[src/rtl/reg_wb_scoreboard_pkg.sv]
// Shared types for the register writeback controller and hazard scoreboard.
package reg_wb_pkg;

   localparam int unsigned REG_ADDR_W   = 5;
   localparam int unsigned DEF_LINK_REG = 31;

   // Writeback mux select driven to the register-file write port.
   typedef enum logic [1:0] {
      WB_ALU = 2'd0,
      WB_MEM = 2'd1,
      WB_PC  = 2'd2
   } wb_src_e;

   // One slot of the latency-matching delay line.
   typedef struct packed {
      logic                  valid;
      logic [REG_ADDR_W-1:0] addr;
      wb_src_e               src;
   } wb_entry_t;

endpackage

[src/rtl/reg_wb_scoreboard_dest_decode.sv]
// Decodes instruction class flags into the register-file destination,
// writeback source and which source fields the instruction reads.
module dest_decode
   import reg_wb_pkg::*;
#(
   parameter int unsigned ADDR_W   = REG_ADDR_W,
   parameter int unsigned LINK_REG = DEF_LINK_REG
) (
   input  logic              alu_op,
   input  logic              imm_op,
   input  logic              mem_op,
   input  logic              write_op,
   input  logic              jump_op,
   input  logic              link_op,
   input  logic              reg_jump_op,
   input  logic [ADDR_W-1:0] rt,
   input  logic [ADDR_W-1:0] rd,
   output logic              we,
   output logic [ADDR_W-1:0] addr,
   output wb_src_e           src,
   output logic              uses_rs,
   output logic              uses_rt
);

   // Priority-ordered destination select; register 0 is never written.
   always_comb begin
      we   = 1'b0;
      addr = '0;
      src  = WB_ALU;
      if (mem_op & ~write_op) begin
         we   = 1'b1;
         addr = rt;
         src  = WB_MEM;
      end else if (alu_op & imm_op) begin
         we   = 1'b1;
         addr = rt;
         src  = WB_ALU;
      end else if (jump_op & link_op & reg_jump_op) begin
         we   = 1'b1;
         addr = rd;
         src  = WB_PC;
      end else if (jump_op & link_op) begin
         we   = 1'b1;
         addr = ADDR_W'(LINK_REG);
         src  = WB_PC;
      end else if (alu_op) begin
         we   = 1'b1;
         addr = rd;
         src  = WB_ALU;
      end
      if (addr == '0) we = 1'b0;
   end

   // Source-operand usage for RAW hazard detection.
   always_comb begin
      uses_rs = alu_op | mem_op | reg_jump_op;
      uses_rt = (alu_op & ~imm_op) | (mem_op & write_op);
   end

endmodule

[src/rtl/reg_wb_scoreboard.sv]
// Writeback controller: latency-matched delay line to the register-file
// write port plus a per-register busy scoreboard that stalls issue on
// RAW/WAW hazards and write-port collisions.
module reg_wb_scoreboard
   import reg_wb_pkg::*;
#(
   parameter int unsigned ADDR_W   = REG_ADDR_W,
   parameter int unsigned NUM_REGS = 32,
   parameter int unsigned ALU_LAT  = 1,
   parameter int unsigned MEM_LAT  = 2,
   parameter int unsigned LINK_REG = DEF_LINK_REG
) (
   input  logic              clock,
   input  logic              reset,
   input  logic              issue_valid,
   input  logic              alu_op,
   input  logic              imm_op,
   input  logic              mem_op,
   input  logic              write_op,
   input  logic              jump_op,
   input  logic              link_op,
   input  logic              reg_jump_op,
   input  logic [ADDR_W-1:0] rs,
   input  logic [ADDR_W-1:0] rt,
   input  logic [ADDR_W-1:0] rd,
   output logic              stall,
   output logic              wb_en,
   output logic [ADDR_W-1:0] wb_addr,
   output logic [1:0]        wb_src
);

   wb_entry_t           slot [MEM_LAT];
   logic [NUM_REGS-1:0] busy;
   logic [MEM_LAT:0]    slot_vld_ext;

   logic                dec_we;
   logic [ADDR_W-1:0]   dec_addr;
   wb_src_e             dec_src;
   logic                uses_rs;
   logic                uses_rt;
   logic                collide;
   logic                accept_wr;
   int unsigned         tgt_idx;

   dest_decode #(
      .ADDR_W   (ADDR_W),
      .LINK_REG (LINK_REG)
   ) u_dest_decode (
      .alu_op      (alu_op),
      .imm_op      (imm_op),
      .mem_op      (mem_op),
      .write_op    (write_op),
      .jump_op     (jump_op),
      .link_op     (link_op),
      .reg_jump_op (reg_jump_op),
      .rt          (rt),
      .rd          (rd),
      .we          (dec_we),
      .addr        (dec_addr),
      .src         (dec_src),
      .uses_rs     (uses_rs),
      .uses_rt     (uses_rt)
   );

   // Slot valid bits with a constant-zero top bit so the collision probe
   // can index one past the target slot for either latency.
   always_comb begin
      slot_vld_ext = '0;
      for (int unsigned i = 0; i < MEM_LAT; i++) slot_vld_ext[i] = slot[i].valid;
   end

   // Hazard detection. The target slot is refilled by the shift at the same
   // edge, so the collision test looks at the entry that shifts into it.
   always_comb begin
      tgt_idx   = (dec_src == WB_MEM) ? MEM_LAT - 1 : ALU_LAT - 1;
      collide   = (dec_src == WB_MEM) ? slot_vld_ext[MEM_LAT] : slot_vld_ext[ALU_LAT];
      stall     = issue_valid &
                  ((uses_rs & busy[rs]) | (uses_rt & busy[rt]) |
                   (dec_we & (busy[dec_addr] | collide)));
      accept_wr = issue_valid & ~stall & dec_we;
   end

   // Delay-line shift/load and busy set/clear (set wins on the same address).
   always_ff @(posedge clock) begin
      if (reset) begin
         busy <= '0;
         for (int unsigned i = 0; i < MEM_LAT; i++) slot[i] <= '0;
      end else begin
         for (int unsigned i = 0; i + 1 < MEM_LAT; i++) slot[i] <= slot[i+1];
         slot[MEM_LAT-1] <= '0;
         for (int unsigned i = 0; i < MEM_LAT; i++) begin
            if (accept_wr && i == tgt_idx)
               slot[i] <= '{valid: 1'b1, addr: dec_addr, src: dec_src};
         end
         if (slot[0].valid) busy[slot[0].addr] <= 1'b0;
         if (accept_wr) busy[dec_addr] <= 1'b1;
      end
   end

   // Write port is driven straight from the registered head slot.
   always_comb begin
      wb_en   = slot[0].valid;
      wb_addr = slot[0].addr;
      wb_src  = slot[0].src;
   end

endmodule

[config.mk]
export PLATFORM = sky130hd
export DESIGN_NAME = reg_wb_scoreboard
export DESIGN_NICKNAME = d
export VERILOG_FILES = /design/src/rtl/reg_wb_scoreboard_pkg.sv /design/src/rtl/reg_wb_scoreboard_dest_decode.sv /design/src/rtl/reg_wb_scoreboard.sv
export SDC_FILE = /design/constraint.sdc
export NUM_CORES = 1
export LEC_CHECK = 0
export CAP_MARGIN = 20
export CORE_UTILIZATION = 25
export DETAILED_ROUTE_END_ITERATION = 7
export RECOVER_POWER = 100
export SLEW_MARGIN = 30
export SYNTH_ARGS = -nofsm -noshare
export SYNTH_HDL_FRONTEND = slang
export SYNTH_SLANG_ARGS = --single-unit
[constraint.sdc]
create_clock -name clock -period 3.03 [get_ports clock]
set_input_delay 0.606 -clock clock [delete_from_list [all_inputs] [get_ports clock]]
set_output_delay 0.606 -clock clock [all_outputs]
set_load 0.005 [all_outputs]
# == Word-level counts from Yosys, hierarchy flattened ==
# Memory sizes are Yosys's and may differ from the RTL's.
# Cells that the tools add are included.
# W data, S select, Z words.
# totals
reg_bits,32
latchBits,0
ram_bits,16
mem_bits_ro,0
out_inout_bits,9
memories,1
# classes
n_addsub,0
mul,0
n_div,0
n_lt_le_gt_ge,6
eq_ne,2
n_shift,0
n_mux,43
bitwise,28
n_reduce_logical,6
# mem_list
memory,words,word_bits,read_ports,rd_ports_with_merged_regs,write_ports,line_no,source
slot,2,8,2,0,2,reg_wb_scoreboard.sv:32,wb_entry_t slot [MEM_LAT];
# ops
cell,n
$mux W32,3
$and A32 B32 Y32,1
$logic_not A32 Y1,1
$mux W8,4
$not A32 Y32,1
$or A32 B32 Y32,1
$mux W5,5
$lt A5 B6 Y1 const B,4
$mux W1,22
$bmux W1 S5,3
$and A1 B1 Y1,12
$demux W1 S5,2
$ge A5 B1 Y1 const B,2
$or A1 B1 Y1,10
$mux W2,4
$logic_not A5 Y1,1
$logic_and A1 B1 Y1,4
$not A1 Y1,3
$eq A2 B1 Y1 const B,1
$eq A1 B1 Y1 const A,1

# == Longest topological paths before layout ==
# Gate-level depths: netlist (run 1).
# depth
depth_word,19
ltp_mapped,11
mapped_depth_nobuf,9

# == Modules after synthesis ==
# From an unflattened synthesis (run 1), not the netlist that was laid out.
# hier_totals
cells_unflattened,383
hier_area_um2,3284.4
# by_module_without_submodules
mod,instances,cells_per_inst,area_each_um2,seq_area_each_um2
reg_wb_scoreboard,1,350,3084.2,960.9
dest_decode,1,33,200.2,0.0

# == Least setup slack after synthesis (run 1) ==
# OpenSTA, ideal clock, no wires.
# synth_timing
kind,in2out
start,input port jump_op
end,output port stall
arrival_time_ns,2.464
t_required_ns,2.424
setup_slack_ns,-0.040
stages,10
n_path_buf,1
path_cell_list,and3b_2 -> buf_6 -> o221ai_1 -> nand2_1 -> mux2_2 -> nor3_1 -> o21ai_0 -> a32oi_2 -> nor2_1 -> o21a_1
# synth_between
elab_chain_len,11
# synth_lines
item,line_no,source
from (decl),reg_wb_scoreboard.sv:20,"input logic jump_op,"
$and A1 B1 Y1 (*),"reg_wb_scoreboard_dest_decode.sv:38, reg_wb_scoreboard_dest_decode.sv:42",
$mux W5 (tied with other cells),reg_wb_scoreboard_dest_decode.sv:42,end else if (jump_op & link_op) begin
$mux W5 or $mux W2 (tied branches),reg_wb_scoreboard_dest_decode.sv:38,end else if (jump_op & link_op & reg_jump_op) begin
$mux W5 or $mux W2 (tied branches),reg_wb_scoreboard_dest_decode.sv:34,end else if (alu_op & imm_op) begin
$mux W5 or $mux W2 (tied branches),reg_wb_scoreboard_dest_decode.sv:30,if (mem_op & ~write_op) begin
$bmux W1 S5 or $eq A2 B1 Y1 (tied branches),"reg_wb_scoreboard.sv:79, reg_wb_scoreboard.sv:76",
"$mux W1, on equally long branches","reg_wb_scoreboard.sv:79, reg_wb_scoreboard.sv:76",
$or A1 B1 Y1,reg_wb_scoreboard.sv:79,(dec_we & (busy[dec_addr] | collide)));
$and A1 B1 Y1 (*),reg_wb_scoreboard.sv:79,
$or A1 B1 Y1 (*),reg_wb_scoreboard.sv:78,((uses_rs & busy[rs]) | (uses_rt & busy[rt]) |
$and A1 B1 Y1 (*),reg_wb_scoreboard.sv:77,stall = issue_valid &
to (decl),reg_wb_scoreboard.sv:26,"output logic stall,"
# Every way passes the cells marked *; elsewhere a longest branch is shown, timed or not. The select of a mux whose other input is x is not followed.

# == Final worst setup path (run 1) ==
# layout_timing
start,input port reg_jump_op
end,output port stall
# layout_between
elab_chain_len,10
# layout_lines
item,line_no,source
from (decl),reg_wb_scoreboard.sv:22,"input logic reg_jump_op,"
$and A1 B1 Y1,reg_wb_scoreboard_dest_decode.sv:38,
$mux W5 or $mux W2 (tied branches),reg_wb_scoreboard_dest_decode.sv:38,
$mux W5 or $mux W2 (tied branches),reg_wb_scoreboard_dest_decode.sv:34,
$mux W5 or $mux W2 (tied branches),reg_wb_scoreboard_dest_decode.sv:30,
$bmux W1 S5 or $eq A2 B1 Y1 (tied branches),"reg_wb_scoreboard.sv:79, reg_wb_scoreboard.sv:76",
"$mux W1, on equally long branches","reg_wb_scoreboard.sv:79, reg_wb_scoreboard.sv:76",
$or A1 B1 Y1,reg_wb_scoreboard.sv:79,
$and A1 B1 Y1,reg_wb_scoreboard.sv:79,
$or A1 B1 Y1 (*),reg_wb_scoreboard.sv:78,
$and A1 B1 Y1 (*),reg_wb_scoreboard.sv:77,
# Marks and branches as above.

==> metrics.md, run 1 <==
| Metric | Value |
|---|---|
| Antenna violation net count after detailed routing | 0 |
| First-pass GRT wire length | 18.6 mm |
| Clock network power share | 31.3% |
| Total GRT Usage | 18.9% |
| Final Slew Violations | 0 |
| Detailed-route wire length | 12.0 mm |
| Clock Sinks | 48 |
| Bufs on Longest Clock Path | 2 |
| Delay-heaviest family, CP | compound AO/OA/AOI/OAI gates |
| Sequential power share | 38.2% |
| Max-slew headroom | 39.5% |
| Final hold viol count | 0 |
| Routed WL per cell | 20.1 um |
| Net Sw Power | 513 uW |
| WP buf/inv | 3 |
| P_leak | 1.79 nW |
| DR vias | 3463 |
| RD Place Congestion | 0.928 |
| EDFF count, synth | 0 |
| Sw Ratio | 29.7% |
| Startpoint Class | input port |
| Fillers | 1152 |
| Run status | finished with violations |
| CP Cell Sequence | buf_6 -> buf_6 -> nand3b_1 -> a221o_1 -> and2_4 -> o221a_4 -> o221ai_2 -> nand4_1 -> a32oi_2 -> nor2_1 -> o21a_1 -> buf_2 |
| Critical Path AT | 2.73 ns |
| Ys async rst share | 0% |
| Sequential area share after synthesis | 31.4% |
| Antenna cells | 0 |
| Initial antenna violation count | 0 |
| DRC Markers | 0 |
| Final Cell Area | 4720 um2 |
| Multi-input gate area | 2290 um2 |
| Syn_nets | 365 |
| I/O pins | 34 |
| Gr ovfl total | 0 |
| Port Buffers | 33 |
| Placed wire-length estimate | 8.32 mm |
| #FFs+latches synth | 48 |
| Fin crit period | 3.34 ns |
| Total die area | 12700 um2 |
| Most frequent cells in the layout | 75 x buf_4, 48 x dfxtp_1, 24 x nand2_1 |
| P_int | 1.21 mW |
| DR iter-0 viols | 383 |
| Mapped Area | 3060 um2 |
| CTS tree | yes |
| Total Power | 1.73 mW |
| Clock latency at the later pin of the worst-skew pair | 0.29 ns |
| Fin Clk Skew | 0.00570 ns |
| Final setup violation count | 16 |
| Final Worst Setup Slack | -0.305 ns |
| Area growth syn-to-layout | 54.4% |
| Fin Hold WS | 0.449 ns |
| Failing checks | negative setup slack |
| Max Cap Viol | 0 |
| Max rail drop VDD | 0.191 mV |
| WP data required | 2.42 ns |
| Vias in the first global route | 3443 |
| Most used cell, CP | buf_6 |
| RSZ-0062 raised after global routing | yes |
| Die W | 113 um |
| Yosys cell types | 56 |
| CP Class | input port to output pin |
| HP Class | register to register |
| Register area | 961 um2 |
| Die H | 113 um |
| Clk root buf | clkbuf_16 |
| Largest net degree at the start of global routing | 22 |
| Vias per cell | 5.79 |
| CP max FO | 4 |
| Post-layout util | 39.5% |
| Clock buffer count from CTS | 5 |
| Ys Warns | 0 |
| Cells after synthesis | 340 |
| Syn avg cell area | 9.00 um2 |
| Logic pwr share | 30.5% |
| PD cells | 366 nW/um2 |
| Primary FF master, synth | dfxtp_1 |
| DR pass1 iterations | 5 |
| H-tree Lvls | 2 |
| Crit path capture type | output pin |
| Final Cycle Share | 110% |
| Critical-path cell with the highest stage delay | a221o_1 |
| Share of cells above drive strength 1 | 43.5% |
| CTS clock-pin slew for the worst setup and hold paths | 0.06 ns |
| Starting Density | 25.6% |
| Dpl cell area | 4040 um2 |
| Row cnt | 40 |
| Commonest non-fill, non-tap cell in the layout | buf_4 |
| FMAX | 0.300 GHz |
| Fin nets | 476 |
| Slew @ Worst Pin | 0.908 ns |
| Max stage delay on crit path | 0.39 ns |
| Core area | 12000 um2 |
[repair_timing]
action,CTS,global route
endpoints found under the hold margin,0,0
buffers inserted,22,2
hold buffers,0,0
gates cloned,1,0
gates resized for setup,102,58
setup endpoints to repair,47,47
pin swaps,18,13
[power groups by stage]
stage	clock network [mW]	registers (mW)	logic (mW)
CTS	0.545	0.659	0.488
global route	0.572	0.661	0.552
global placement	0	0.672	0.403
floorplan	0	0.668	0.197
finish	0.541	0.659	0.527
detailed placement	0	0.673	0.404
[worst min-delay path: cells and delay by family, from the launching register on]
kind,cells,cell delay (ns)
simple gates,1,0.05
flops,1,0.30
mux,1,0.05
[synth_stat cells (all sizes together), types with 8 or more instances]
library cell,number,area (um2)
o22ai,12,75.1
mux2i,12,120
nand2,26,97.6
nand4,8,50.1
o21ai,45,229
dfxtp,48,961
nand3,19,95.1
buf,16,108
o211ai,18,135
nor2,17,63.8
nor3,8,40.0
clkbuf,10,37.5
mux4,18,405
[state kept, by name, summed over array words and instances (netlist names)]
name / flops
busy: 32
slot: 16
[area by class of cell]
| class | count | area share, % |
|---|---|---|
| multi-input cells | 259 | 48.4 |
| repair buffers | 130 | 23.9 |
| flip-flops and latches | 48 | 20.3 |
| well taps | 147 | 3.89 |
| clock buffers | 5 | 2.65 |
| inverters | 7 | 0.556 |
| clock inverters | 2 | 0.265 |
[stage by stage]
step	setup slack, ns	setup TNS, ns	instances
final	-0.305	-2.33	598
after global routing	-0.377	-4.44	598
after CTS	-0.308	-0.308	596
after detailed placement	-1.24	-27.02	568
after global placement	-1.25	-26.16	568
after floorplan	-0.00249	-0.00249	340
[cell families (layout without fill, tap and decap cells)]
logic type,Yosys count,count (layout),synth area share (%)
AOI/OAI and AO/OA,109,109,23.8
other,1,1,0.123
muxes,32,32,18.0
and+or+nand+nor,117,117,21.1
buffers and inverters,33,144,5.60
DFF,48,48,31.4
[layer usage]
metal / vias up / track usage, % / share of wire [%]
met4: 0 / 10.6 / 4.4
li1: 1540 / - / -
met2: 235 / 31.1 / 48
met5: - / 0 / 0
met3: 44 / 2.65 / 8.0
met1: 1644 / 23.8 / 40
[worst paths after layout]
check                                     endpoint                   from  slack, ns  cells after the start
worst max-delay path                         stall            reg_jump_op      -0.31                     12
worst min-delay path            slot[0][1]$_DFF_P_  slot[0][9]$_SDFF_PN0_       0.45                      2
worst max register to register  slot[0][3]$_DFF_P_    busy[27]$_SDFF_PP0_       0.33                      9
worst min register to register  slot[0][1]$_DFF_P_  slot[0][9]$_SDFF_PN0_       0.45                      2
No activity file was read; power rests on OpenSTA's default activity.
==> inputs of run 2 (changes only) <==
--- a/config.mk
+++ b/config.mk
@@ -9,6 +9,7 @@
 export CORE_UTILIZATION = 25
 export DETAILED_ROUTE_END_ITERATION = 7
 export RECOVER_POWER = 100
+export REMOVE_ABC_BUFFERS = 1
 export SLEW_MARGIN = 30
 export SYNTH_ARGS = -nofsm -noshare
 export SYNTH_HDL_FRONTEND = slang
==> run 2 against run 1 <==
Against the previous run: the run still ends with negative setup slack left; worst hold slack got worse by 0.00098 ns; core utilization fell by 0.30 points; non-clock buffer count fell by 6; critical path depth did not move; sequential power barely moved; via count fell by 4.1%; setup slack improved by 0.022 ns; register-to-register slack barely moved; clock-buffer cell count did not move; global-route usage fell by 0.56 points; total power rose by 9.7%; largest power group is now clock.
==> metrics.md, run 2 (synthesized netlist as in run 1, its figures left out) <==
| Metric | Value |
|---|---|
| Port Buffers | 33 |
| Final Non-Filler Cells | 593 |
| Max rail drop VDD | 0.282 mV |
| Total die area | 12700 um2 |
| Clock buffer count from CTS | 5 |
| RD Place Congestion | 0.922 |
| P_leak | 1.79 nW |
| Largest net degree at the start of global routing | 30 |
| Slew @ Worst Pin | 0.725 ns |
| FMAX | 0.302 GHz |
| PD cells | 404 nW/um2 |
| Dpl cells | 565 |
| Antenna violation net count after detailed routing | 0 |
| Initial antenna violation count | 0 |
| Detailed-route wire length | 11.5 mm |
| Hold Path Depth | 2 |
| Clk root buf | clkbuf_16 |
| Clock network power share | 38.7% |
| Critical-path cell with the highest stage delay | o221a_4 |
| Final hold viol count | 0 |
| Total GRT Usage | 18.3% |
| Sw Ratio | 27.2% |
| Crit path capture type | output pin |
| Largest register FFs | 32 |
| Clock Sinks | 48 |
| Critical Path AT | 2.71 ns |
| Antenna cells | 0 |
| Share of cells above drive strength 1 | 41.0% |
| Most frequent cells in the layout | 73 x buf_4, 48 x dfxtp_1, 25 x nand2_1 |
| HP Class | register to register |
| Routed WL per cell | 19.4 um |
| Startpoint Class | input port |
| CP max FO | 4 |
| Most used cell, CP | buf_2 |
| Commonest non-fill, non-tap cell in the layout | buf_4 |
| Die H | 113 um |
| First-pass GRT wire length | 17.7 mm |
| Placed wire-length estimate | 8.41 mm |
| Largest registers | busy (32), slot (16) |
| Max-slew headroom | 51.5% |
| Max Cap Viol | 0 |
| H-tree Lvls | 2 |
| Top reg by flops | busy |
| Sequential power share | 34.9% |
| Net Sw Power | 516 uW |
| WP data required | 2.42 ns |
| Row cnt | 40 |
| Fin nets | 470 |
| Fin crit period | 3.31 ns |
| DR pass1 iterations | 5 |
| Area growth syn-to-layout | 53.2% |
| CP Class | input port to output pin |
| Die W | 113 um |
| Post-place setup slack | -1.12 ns |
| Vias in the first global route | 3285 |
| Final setup violation count | 34 |
| Bufs on Longest Clock Path | 2 |
| CTS tree | yes |
| DR vias | 3321 |
| Fin Clk Skew | 0.0115 ns |
| Final Slew Violations | 0 |
| Gr ovfl total | 0 |
| Run status | finished with violations |
| P_int | 1.38 mW |
| Post-layout util | 39.2% |
| CTS clock-pin slew for the worst setup and hold paths | 0.07 ns |
| Final Worst Setup Slack | -0.283 ns |
| CP Cell Sequence | buf_2 -> and3b_2 -> o221a_4 -> buf_4 -> nor2_4 -> nor3_1 -> a22o_1 -> nor4_4 -> a32oi_2 -> nor2_1 -> o21a_1 -> buf_2 |
| Reg2Reg Depth | 9 |
| RSZ-0062 raised after global routing | yes |
| Vias per cell | 5.60 |
| DR iter-0 viols | 271 |
| Logic pwr share | 26.3% |
| I/O pins | 34 |
| Failing checks | negative setup slack |
| Core area | 12000 um2 |
| Clock latency at the later pin of the worst-skew pair | 0.30 ns |
| Max stage delay on crit path | 0.31 ns |
| Starting Density | 25.6% |
| Final Cycle Share | 109% |
| DRC Markers | 0 |
-- run 2: final cells by class --
cell class                      count  area, um2
Fill cell                        1140       7270
Inverter                            7       26.3
Clock buffer                        5        125
Multi-Input combinational cell    259       2230
Tap cell                          147        184
Timing Repair Buffer              124       1090
Sequential cell                    48        961
Clock inverter                      3       68.8
-- run 2: power groups by stage --
stage	Combinational (mW)	Clock [mW]	Sequential, mW
4_1_cts	0.471	0.738	0.661
2_1_floorplan	0.169	0	0.669
3_5_place_dp	0.403	0	0.676
6_report	0.499	0.734	0.662
3_3_place_gp	0.402	0	0.675
5_1_grt	0.528	0.770	0.663
-- run 2: path summary, 6_finish.rpt --
path	startpoint	to	slack, ns
max	jump_op	stall	-0.28
max reg2reg	busy[29]$_SDFF_PP0_	busy[2]$_SDFF_PP0_	0.33
min	slot[0][13]$_SDFF_PN0_	slot[0][5]$_DFF_P_	0.45
min reg2reg	slot[0][13]$_SDFF_PN0_	slot[0][5]$_DFF_P_	0.45
-- run 2: metrics by stage --
step                      hold slack (ns)  TNS (ns)  power [mW]  cell area (um2)
after floorplan                     0.429    -0.194       0.837             2920
after global placement              0.434    -22.22        1.08             4000
after detailed placement            0.443    -22.69        1.08             4000
after CTS                           0.452    -0.281        1.87             4560
after global routing                0.466     -6.30        1.96             4690
final                               0.448     -1.54        1.89             4690
-- run 2: routing by layer --
layer	vias to the layer above	share of wire (%)	track usage (%)
li1	1529	-	-
met1	1620	42	23.5
met2	139	47	29.9
met3	33	6.5	3.78
met4	0	3.8	7.73
met5	-	0	0
-- run 2: worst max-delay path, delay by kind of cell --
family | cells | cell delay (ns)
compound gates | 4 | 0.88
simple gates | 5 | 0.85
buf+inv | 3 | 0.37
-- run 2: repair_timing --
action,in CTS,in global routing
hold buffers,0,0
setup endpoints to repair,47,33
setup buffers,13,5
pin swaps,20,9
gates resized for setup,102,32
gates cloned,2,0
